[src/rtl/axi_router_pkg.sv]
// axi_router_pkg: shared state type and sizing helpers for the address router.
// Build option AXI_ROUTER_DECERR_EN selects the internal error slave.
`ifndef AXI_ADDR_BITS
`define AXI_ADDR_BITS 32
`endif

package axi_router_pkg;

    typedef enum logic [1:0] {
        IDLE,
        STALL,
        ISSUE
    } state_e;

    localparam int DEF_NUM_SLAVES = 3;
    localparam int ERR_SLAVE      = DEF_NUM_SLAVES;

    function automatic int sel_width(input int n);
        return $clog2(n + 1);
    endfunction

    // The error slave sits one past the last real slave.
    function automatic int err_slave(input int n);
        return n;
    endfunction

endpackage

[src/rtl/axi_addr_router_if.sv]
// axi_addr_router_if: master-side address channel bundle plus per-slave
// valid/ready and the response bookkeeping outputs.
interface axi_addr_router_if
    import axi_router_pkg::*;
#(
    parameter int NUM_SLAVES = DEF_NUM_SLAVES,
    parameter int SEL_W      = sel_width(NUM_SLAVES)
);

    logic [`AXI_ADDR_BITS-1:0] ADDR;
    logic                      VALID;
    logic                      READY;
    logic [NUM_SLAVES-1:0]     VALID_S;
    logic [NUM_SLAVES-1:0]     READY_S;
    logic                      RESP_DONE;
    logic [SEL_W-1:0]          RESP_SEL;
    logic                      BUSY;

    modport slave (
        input  ADDR, VALID, READY_S, RESP_DONE,
        output READY, VALID_S, RESP_SEL, BUSY
    );

    modport master (
        output ADDR, VALID, READY_S, RESP_DONE,
        input  READY, VALID_S, RESP_SEL, BUSY
    );

endinterface

[src/rtl/axi_outstanding_cnt.sv]
// axi_outstanding_cnt: saturating up/down counter of accepted-but-unanswered
// transactions; a decrement at zero is dropped.
module axi_outstanding_cnt #(
    parameter int MAX = 4,
    parameter int W   = $clog2(MAX + 1)
) (
    input  logic clk,
    input  logic rst_n,
    input  logic inc,
    input  logic dec,
    output logic full,
    output logic empty
);

    logic [W-1:0] count_q, count_d;
    logic         dec_eff;

    assign full    = (count_q == W'(MAX));
    assign empty   = (count_q == '0);
    assign dec_eff = dec && !empty;

    always_comb begin
        count_d = count_q;
        if (inc && !dec_eff && !full) begin
            count_d = count_q + 1'b1;
        end else if (dec_eff && !inc) begin
            count_d = count_q - 1'b1;
        end
    end

    always_ff @(posedge clk or negedge rst_n) begin
        if (!rst_n) begin
            count_q <= '0;
        end else begin
            count_q <= count_d;
        end
    end

endmodule

[src/rtl/axi_addr_router.sv]
// axi_addr_router: registered AXI address-channel router, one master to
// NUM_SLAVES slaves. Define AXI_ROUTER_DECERR_EN for an internal error slave.
module axi_addr_router
    import axi_router_pkg::*;
#(
    parameter int NUM_SLAVES      = DEF_NUM_SLAVES,
    parameter int REGION_LSB      = 16,
    parameter int MAX_OUTSTANDING = 4,
    parameter int SEL_W           = sel_width(NUM_SLAVES)
) (
    input logic              ACLK,
    input logic              ARESETn,
    axi_addr_router_if.slave bus
);

    localparam int AW = `AXI_ADDR_BITS;
    localparam int FW = AW - REGION_LSB;

    state_e           state_q, state_d;
    logic [SEL_W-1:0] sel_q, sel_d;
    logic [SEL_W-1:0] resp_sel_q, resp_sel_d;
    logic [SEL_W-1:0] dec_sel, cand;
    logic [FW-1:0]    field;
    logic [NUM_SLAVES-1:0] valid_s;
    logic             ready;
    logic             accept;
    logic             allow;
    logic             full, empty;
    logic             unused_addr;

    assign field       = bus.ADDR[AW-1:REGION_LSB];
    assign unused_addr = ^bus.ADDR[REGION_LSB-1:0];

    always_comb begin
        dec_sel = field[SEL_W-1:0];
        if (field >= FW'(NUM_SLAVES)) begin
`ifdef AXI_ROUTER_DECERR_EN
            dec_sel = SEL_W'(err_slave(NUM_SLAVES));
`else
            dec_sel = SEL_W'(NUM_SLAVES - 1);
`endif
        end
    end

    // Same-slave requests may stack; a switch waits for the pipe to drain.
    always_comb begin
        state_d    = state_q;
        sel_d      = sel_q;
        resp_sel_d = resp_sel_q;
        valid_s    = '0;
        ready      = 1'b0;
        accept     = 1'b0;
        cand       = (state_q == IDLE) ? dec_sel : sel_q;
        allow      = empty || ((cand == resp_sel_q) && !full);
        unique case (state_q)
            IDLE: begin
                if (bus.VALID) begin
                    sel_d   = dec_sel;
                    state_d = allow ? ISSUE : STALL;
                end
            end
            STALL: begin
                if (!bus.VALID) begin
                    state_d = IDLE;
                end else if (allow) begin
                    state_d = ISSUE;
                end
            end
            ISSUE: begin
                valid_s = NUM_SLAVES'(1) << sel_q;
                ready   = |(valid_s & bus.READY_S);
`ifdef AXI_ROUTER_DECERR_EN
                if (sel_q == SEL_W'(err_slave(NUM_SLAVES))) begin
                    ready = 1'b1;
                end
`endif
                if (ready) begin
                    accept     = 1'b1;
                    resp_sel_d = sel_q;
                    state_d    = IDLE;
                end
            end
            default: state_d = IDLE;
        endcase
    end

    always_ff @(posedge ACLK or negedge ARESETn) begin
        if (!ARESETn) begin
            state_q    <= IDLE;
            sel_q      <= '0;
            resp_sel_q <= '0;
        end else begin
            state_q    <= state_d;
            sel_q      <= sel_d;
            resp_sel_q <= resp_sel_d;
        end
    end

    axi_outstanding_cnt #(
        .MAX (MAX_OUTSTANDING)
    ) u_cnt (
        .clk   (ACLK),
        .rst_n (ARESETn),
        .inc   (accept),
        .dec   (bus.RESP_DONE),
        .full  (full),
        .empty (empty)
    );

    assign bus.VALID_S  = valid_s;
    assign bus.READY    = ready;
    assign bus.RESP_SEL = resp_sel_q;
    assign bus.BUSY     = !empty;

endmodule

[src/flat_wrapper.sv]
// flat-port wrapper written by rule: the top's interface ports become plain ports
module axi_addr_router_flat import axi_router_pkg::*;
#(
    parameter int NUM_SLAVES      = DEF_NUM_SLAVES,
    parameter int REGION_LSB      = 16,
    parameter int MAX_OUTSTANDING = 4,
    parameter int SEL_W           = sel_width(NUM_SLAVES)
)
  (ACLK, ARESETn, bus_ADDR, bus_VALID, bus_READY_S, bus_RESP_DONE, bus_READY, bus_VALID_S, bus_RESP_SEL, bus_BUSY);
  axi_addr_router_if #(.NUM_SLAVES(NUM_SLAVES), .SEL_W(SEL_W)) bus_i ();
  input logic ACLK;
  input logic ARESETn;
  input wire logic [$bits(bus_i.ADDR)-1:0] bus_ADDR;
  input wire logic [$bits(bus_i.VALID)-1:0] bus_VALID;
  input wire logic [$bits(bus_i.READY_S)-1:0] bus_READY_S;
  input wire logic [$bits(bus_i.RESP_DONE)-1:0] bus_RESP_DONE;
  output wire logic [$bits(bus_i.READY)-1:0] bus_READY;
  output wire logic [$bits(bus_i.VALID_S)-1:0] bus_VALID_S;
  output wire logic [$bits(bus_i.RESP_SEL)-1:0] bus_RESP_SEL;
  output wire logic [$bits(bus_i.BUSY)-1:0] bus_BUSY;
  assign bus_i.ADDR = bus_ADDR;
  assign bus_i.VALID = bus_VALID;
  assign bus_i.READY_S = bus_READY_S;
  assign bus_i.RESP_DONE = bus_RESP_DONE;
  assign bus_READY = bus_i.READY;
  assign bus_VALID_S = bus_i.VALID_S;
  assign bus_RESP_SEL = bus_i.RESP_SEL;
  assign bus_BUSY = bus_i.BUSY;
  axi_addr_router #(.NUM_SLAVES(NUM_SLAVES), .REGION_LSB(REGION_LSB), .MAX_OUTSTANDING(MAX_OUTSTANDING), .SEL_W(SEL_W)) u_core (.ACLK(ACLK), .ARESETn(ARESETn), .bus(bus_i));
endmodule
[config.mk]
export PLATFORM = sky130hd
export DESIGN_NAME = axi_addr_router_flat
export DESIGN_NICKNAME = d
export VERILOG_FILES = /design/src/rtl/axi_router_pkg.sv /design/src/rtl/axi_addr_router_if.sv /design/src/rtl/axi_outstanding_cnt.sv /design/src/rtl/axi_addr_router.sv /design/src/flat_wrapper.sv
export SDC_FILE = /design/constraint.sdc
export NUM_CORES = 1
export LEC_CHECK = 0
export ABC_AREA = 1
export CAP_MARGIN = 20
export CORE_MARGIN = 5
export CORE_UTILIZATION = 36
export CTS_BUF_LIST = sky130_fd_sc_hd__clkbuf_4
export CTS_CLUSTER_DIAMETER = 50
export CTS_CLUSTER_SIZE = 30
export DETAILED_ROUTE_END_ITERATION = 7
export DONT_BUFFER_PORTS = 1
export PLACE_DENSITY_LB_ADDON = 0.15
export SLEW_MARGIN = 20
export SYNTH_ARGS = -nofsm -noshare
export SYNTH_HDL_FRONTEND = slang
export SYNTH_SLANG_ARGS = --single-unit
export TNS_END_PERCENT = 10
[constraint.sdc]
create_clock -name ACLK -period 2.4 [get_ports ACLK]
set_clock_uncertainty 0.15 [all_clocks]
set_input_delay 0.48 -clock ACLK [delete_from_list [all_inputs] [get_ports ACLK]]
set_output_delay 0.48 -clock ACLK [all_outputs]
set_load 0.01 [all_outputs]
After elaboration in Yosys (flattened, before gate mapping)
Index checks and enable logic that the tools add are counted.

Magnitude comparators: 1. Add/subtract/negate cells: 2. Eq/ne operators: 7. Muxes and demuxes: 14. Bitwise gates (word level): 1. Reductions and logical operators: 17. Shift-type cells: 1.

Operators with widths (count): $ge A16 B2 Y1 const B (1); $mux W2 (7); $mux W3 (3); $pmux W2 S3 (1); $logic_and A1 B1 Y1 (5); $logic_not A1 Y1 (4); $reduce_and A2 Y1 (2); $add A3 B1 Y3 const B (1); $and A3 B3 Y3 (1); $eq A3 B3 Y1 const B (1); $logic_not A3 Y1 (1); $mux W1 (3); $ne A3 B2 Y1 const B (1); $reduce_and A3 Y1 (1); $reduce_or A3 Y1 (1); $shl A1 B2 Y3 const A (1); $sub A3 B1 Y3 const B (1); $eq A2 B1 Y1 const B (1); $eq A2 B2 Y1 (1); $eq A2 B2 Y1 const B (1); $logic_not A2 Y1 (1); $ne A2 B1 Y1 const B (1); $ne A2 B2 Y1 const B (1); $reduce_bool A2 Y1 (1); $logic_or A1 B1 Y1 (1).

Output and inout port bits: 7. Input bits: 39. Flip-flop bits (word level): 9.

Depth between registers and ports, before layout
Depth after elaboration: 9. Depth in mapped cells: 11. Mapped depth without buffers: 11.

Hierarchy
From an unflattened synthesis, not the netlist that was laid out.

Cells, all modules: 101. Area, all modules: 651.9 µm².

By module, submodules not included: axi_addr_router (cells an instance 72, area each 447.9 µm², times used 1); axi_outstanding_cnt (cells an instance 29, area each 203.9 µm², times used 1).

Worst setup path after synthesis
OpenSTA, ideal clock, no wires.

Path kind: register to register. From: register u_core.u_cnt.count_q[0]. To: register u_core.u_cnt.count_q[2]. Cell stages (with the launch flop): 9. Data arrival time: 1779 ps. Path slack: 352 ps. Data required time: 2132 ps. Cell sequence: dfrtp_1 nor2_2 nand2_1 o21ai_0 nand2_4 fa_1 o21ai_1 xor2_1 inv_1.

Cells in the longest elaborated chain, start to end: 7. Elaborated cells on any way between the ends: 14.

RTL lines: from (decl) (RTL line axi_outstanding_cnt.sv:15) `logic [W-1:0] count_q, count_d;`; from (signal assigned) (RTL line axi_outstanding_cnt.sv:35) `count_q <= count_d;`; $logic_not A3 Y1 (*) (RTL line axi_outstanding_cnt.sv:19) `assign empty = (count_q == '0);`; $logic_not A1 Y1 (*); named net bus_BUSY (RTL line flat_wrapper.sv:20) `output wire logic [$bits(bus_i.BUSY)-1:0] bus_BUSY;`; $logic_and A1 B1 Y1 (*) (RTL line axi_outstanding_cnt.sv:20) `assign dec_eff = dec && !empty;`; $logic_not A1 Y1 (RTL line axi_outstanding_cnt.sv:24) `if (inc && !dec_eff && !full) begin`; $logic_and A1 B1 Y1 (2 in a row) (RTL line axi_outstanding_cnt.sv:24); $mux W3 / $reduce_bool A2 Y1 (equally long branches).

The timed path passes the listed nets; every way through them passes the cells marked *. The select of a mux whose other input is x is not followed. A chain may end at the register's enable or synchronous reset.

Worst setup path in the final report
From: register u_core.sel_q[1]. To: register u_core.u_cnt.count_q[2].

Cells in the longest elaborated chain, start to end: 8. Elaborated cells on any way between the ends: 11.

RTL lines: from (decl) (RTL line axi_addr_router.sv:20) `logic [SEL_W-1:0] sel_q, sel_d;`; from (signal assigned) (RTL line axi_addr_router.sv:94) `sel_q <= sel_d;`; $shl A1 B2 Y3 (*) (RTL line axi_addr_router.sv:70) `valid_s = NUM_SLAVES'(1) << sel_q;`; $and A3 B3 Y3 (*) (RTL line axi_addr_router.sv:71) `ready = |(valid_s & bus.READY_S);`; $reduce_or A3 Y1 (*) (RTL line axi_addr_router.sv:71); $mux W1 (*) (RTL line axi_addr_router.sv:77) `if (ready) begin`; $mux W1 (*) (RTL line axi_addr_router.sv:55) `unique case (state_q)`; $logic_and A1 B1 Y1 / $logic_not A1 Y1 (equally long branches) (RTL line axi_outstanding_cnt.sv:24, axi_outstanding_cnt.sv:26); $logic_and A1 B1 Y1, on equally long branches (RTL line axi_outstanding_cnt.sv:24, axi_outstanding_cnt.sv:26); $mux W3 / $reduce_bool A2 Y1 (equally long branches).

Every way passes the cells marked *; elsewhere a longest branch is shown, timed or not.

==> results_dict.tcl <==
set metrics [dict create \
    yosysTopAreaCell "dfrtp_1" \
    fmax_mhz 481 \
    rsz0062_at_grt "false" \
    rows 15 \
    fin_cells 122 \
    clk_path_buf_depth 2 \
    holdBufCountCts 1 \
    dieHeight_um 52.6 \
    synth_area_leaders "dfrtp_1 34%, nand2_1 10%, nor2_1 8.6%" \
    pwr-share-seq 0.354 \
    fin_crit_sh 0.866 \
    fin_tns_setup_ps 0 \
    hp-class "in2reg" \
    multi_input_area_um2 370 \
    final_cell_area_um2 733 \
    switching_share 0.448 \
    yosys_warnings 0 \
    regToRegStartpoint "u_core.sel_q[1]$_DFFE_PN0P_" \
    clock_insertion_delay_worst_skew_ps 260 \
    switchingPower_mw 0.371 \
    p_leak_nw 0.372 \
    die_w_um 52.6 \
    dp_hpwl_um 1120 \
    maxCapViolations 0 \
    start_kind "flip-flop" \
    grt_pass1_vias 508 \
    seq_area_um2 225 \
    overflow 0 \
    r2r-end "u_core.u_cnt.count_q[2]$_DFFE_PN0P_" \
    critPathCapture "u_core.u_cnt.count_q[2]$_DFFE_PN0P_" \
    place.gp.congestion 0.782 \
    cts.sinks 9 \
    ctsResizeCount 0 \
    cp.arrival_ps 2080 \
    wl_per_cell_um 10.9 \
    area_growth_pct 12.0 \
    routed_via_density 4.78 \
    port_buffers 0 \
    pin_count 46 \
    r2r_setup_slack_ps 320 \
    dp.cells 117 \
    dr.pass1.iters 4 \
    peakVddDrop_mv 0.541 \
    clkPwrFrac 0.155 \
    start_util 0.379 \
    finalSetupViolCount 0 \
    end_kind "flip-flop" \
    max_slew_margin 0.719 \
    r2r_cells 10 \
    cts_setup_buffers 0 \
    cts_max_level 1 \
    avgSynthCellArea_um2 7.19 \
    grtUsageMet3 0.0256 \
    final_hold_viol_count 0 \
    post-route-min-period_ps 2080 \
    final_cell_mix "18 x nand2_1, 15 x nor2_1, 11 x inv_1" \
    dieArea_mm2 0.00277 \
    post_synth_num_cell_types 21 \
    critPathSlowestCell "fa_1" \
    synth_nets 131 \
    postRouteAntennaNets 0 \
    critPathKind "reg2reg" \
    grt_pass1_wl_um 2080 \
    nFillCells 202 \
    grt-busiest-layer "met2" \
    yosysSeqAreaShare 0.344 \
    grt_util_met1 0.120 \
    critPathMaxFanout 6 \
    drc 0 \
    mappedNetlistArea_um2 654 \
    vias 583 \
    cts_buffers 3 \
    setup_slack_ps 323 \
    layout_commonest_cell "nand2_1" \
    grt_use_met2 0.165 \
    postSynthCellCount 91 \
    drt_iter0_drc 8 \
    core_mm2 0.00173 \
    fin_nets 138 \
    antenna_found_initial 0 \
    place_area_um2 693 \
    combPwrFrac 0.491 \
    worst_pin_slew_ps 418 \
    critPathLaunch "u_core.sel_q[1]$_DFFE_PN0P_" \
    cp_common_cell "nand2_4" \
    worstPathRequired_ps 2400 \
    yosys.area.top_type_share 0.344 \
    cts_tree "yes" \
    clk_pin_slew_ps 60 \
    report.final.slew_viol_count 0 \
    synth-seq-cells 9 \
    clockRootBuffer "clkbuf_4" \
    diodes 0 \
    max_stage_delay_ps 450 \
    place_worst_setup_slack_ps 343 \
    outcome "complete, no violations" \
    layout-drive-gt1-share 0.175 \
    powerDensity_mw_per_mm2 1130 \
    power_mw 0.828 \
    path_cells "inv_2 > nand3_1 > nand3_2 > nand2_4 > inv_4 > nand2_4 > fa_1 > o21ai_1 > xor2_1 > inv_1" \
    grt_util_all_layers 0.103 \
    p_int_mw 0.457 \
    grt_max_degree 10 \
    drt-total-wl_um 1330 \
]
[flip-flops by register name, summed over array words and instances (netlist names)]
register and cells:
u_core.u_cnt.count_q 3, u_core.bus.RESP_SEL 2, u_core.state_q 2, u_core.sel_q 2
[power by group through the flow]
stage                     combinational, mW  sequential [mW]  clock, mW
final                                 0.406            0.293      0.128
after floorplan                       0.340            0.283          0
after detailed placement              0.403            0.300          0
after global placement                0.398            0.297          0
after CTS                             0.411            0.297      0.133
after global routing                  0.469            0.307      0.140
[cells by family after synthesis]
| family | share of synthesized area |
|---|---|
| AND/OR/NAND/NOR | 0.407 |
| buffers and inverters | 0.0899 |
| AO/OA/AOI/OAI | 0.0784 |
| flip-flops | 0.344 |
| XOR/XNOR | 0.0268 |
| multiplexers | 0.0229 |
| adder cells (fa/ha/maj) | 0.0306 |
[Yosys cell counts (all sizes together)]
cell type	count
xor2	2
o2111ai	1
nand2	21
nor2	17
nand3	12
a21oi	2
inv	15
nor3	3
o21ai	4
fa	1
o22ai	2
dfrtp	9
mux2	1
nand4	1
[per-stage QoR]
stage	hold slack, ps	utilization
floorplan	34.4	-
global placement	34.7	0.401
detailed placement	34.7	0.401
CTS	208	0.425
global route	213	0.425
finish	213	0.425
[critical path: cells and delay by family (launching register included)]
kind | cells | cell delay [ps]
AO/OA/AOI/OAI | 1 | 170
XOR/XNOR | 1 | 160
adder cells (fa/ha/maj) | 1 | 450
buffers and inverters | 3 | 260
flip-flops | 1 | 420
AND/OR/NAND/NOR | 4 | 350
[worst min-delay path by stage]
stage,startpoint,endpoint,slack [ps],cells after the start
after floorplan,ARESETn,u_core.bus.RESP_SEL[0]$_DFFE_PN0P_,30,0
after global placement,ARESETn,u_core.u_cnt.count_q[2]$_DFFE_PN0P_,30,0
after global routing,bus_VALID,u_core.state_q[1]$_DFFE_PN0P_,210,2
after detailed placement,ARESETn,u_core.u_cnt.count_q[2]$_DFFE_PN0P_,30,0
after CTS,bus_VALID,u_core.state_q[1]$_DFFE_PN0P_,210,2
final,bus_VALID,u_core.state_q[1]$_DFFE_PN0P_,210,2
[final cells by class]
| class | instances | area share |
|---|---|---|
| Clock buffer | 4 | 0.0410 |
| Inverter | 15 | 0.0802 |
| Timing Repair Buffer | 2 | 0.0239 |
| Sequential cell | 9 | 0.307 |
| Multi-Input combinational cell | 67 | 0.505 |
| Tap cell | 25 | 0.0427 |
[layer usage]
| metal | vias to the layer above | routed length, µm |
|---|---|---|
| met5 | - | 0 |
| met4 | 0 | 8 |
| met3 | 2 | 152 |
| met2 | 23 | 591 |
| met1 | 252 | 578 |
| li1 | 306 | - |
(Power assumes the default switching activity.)
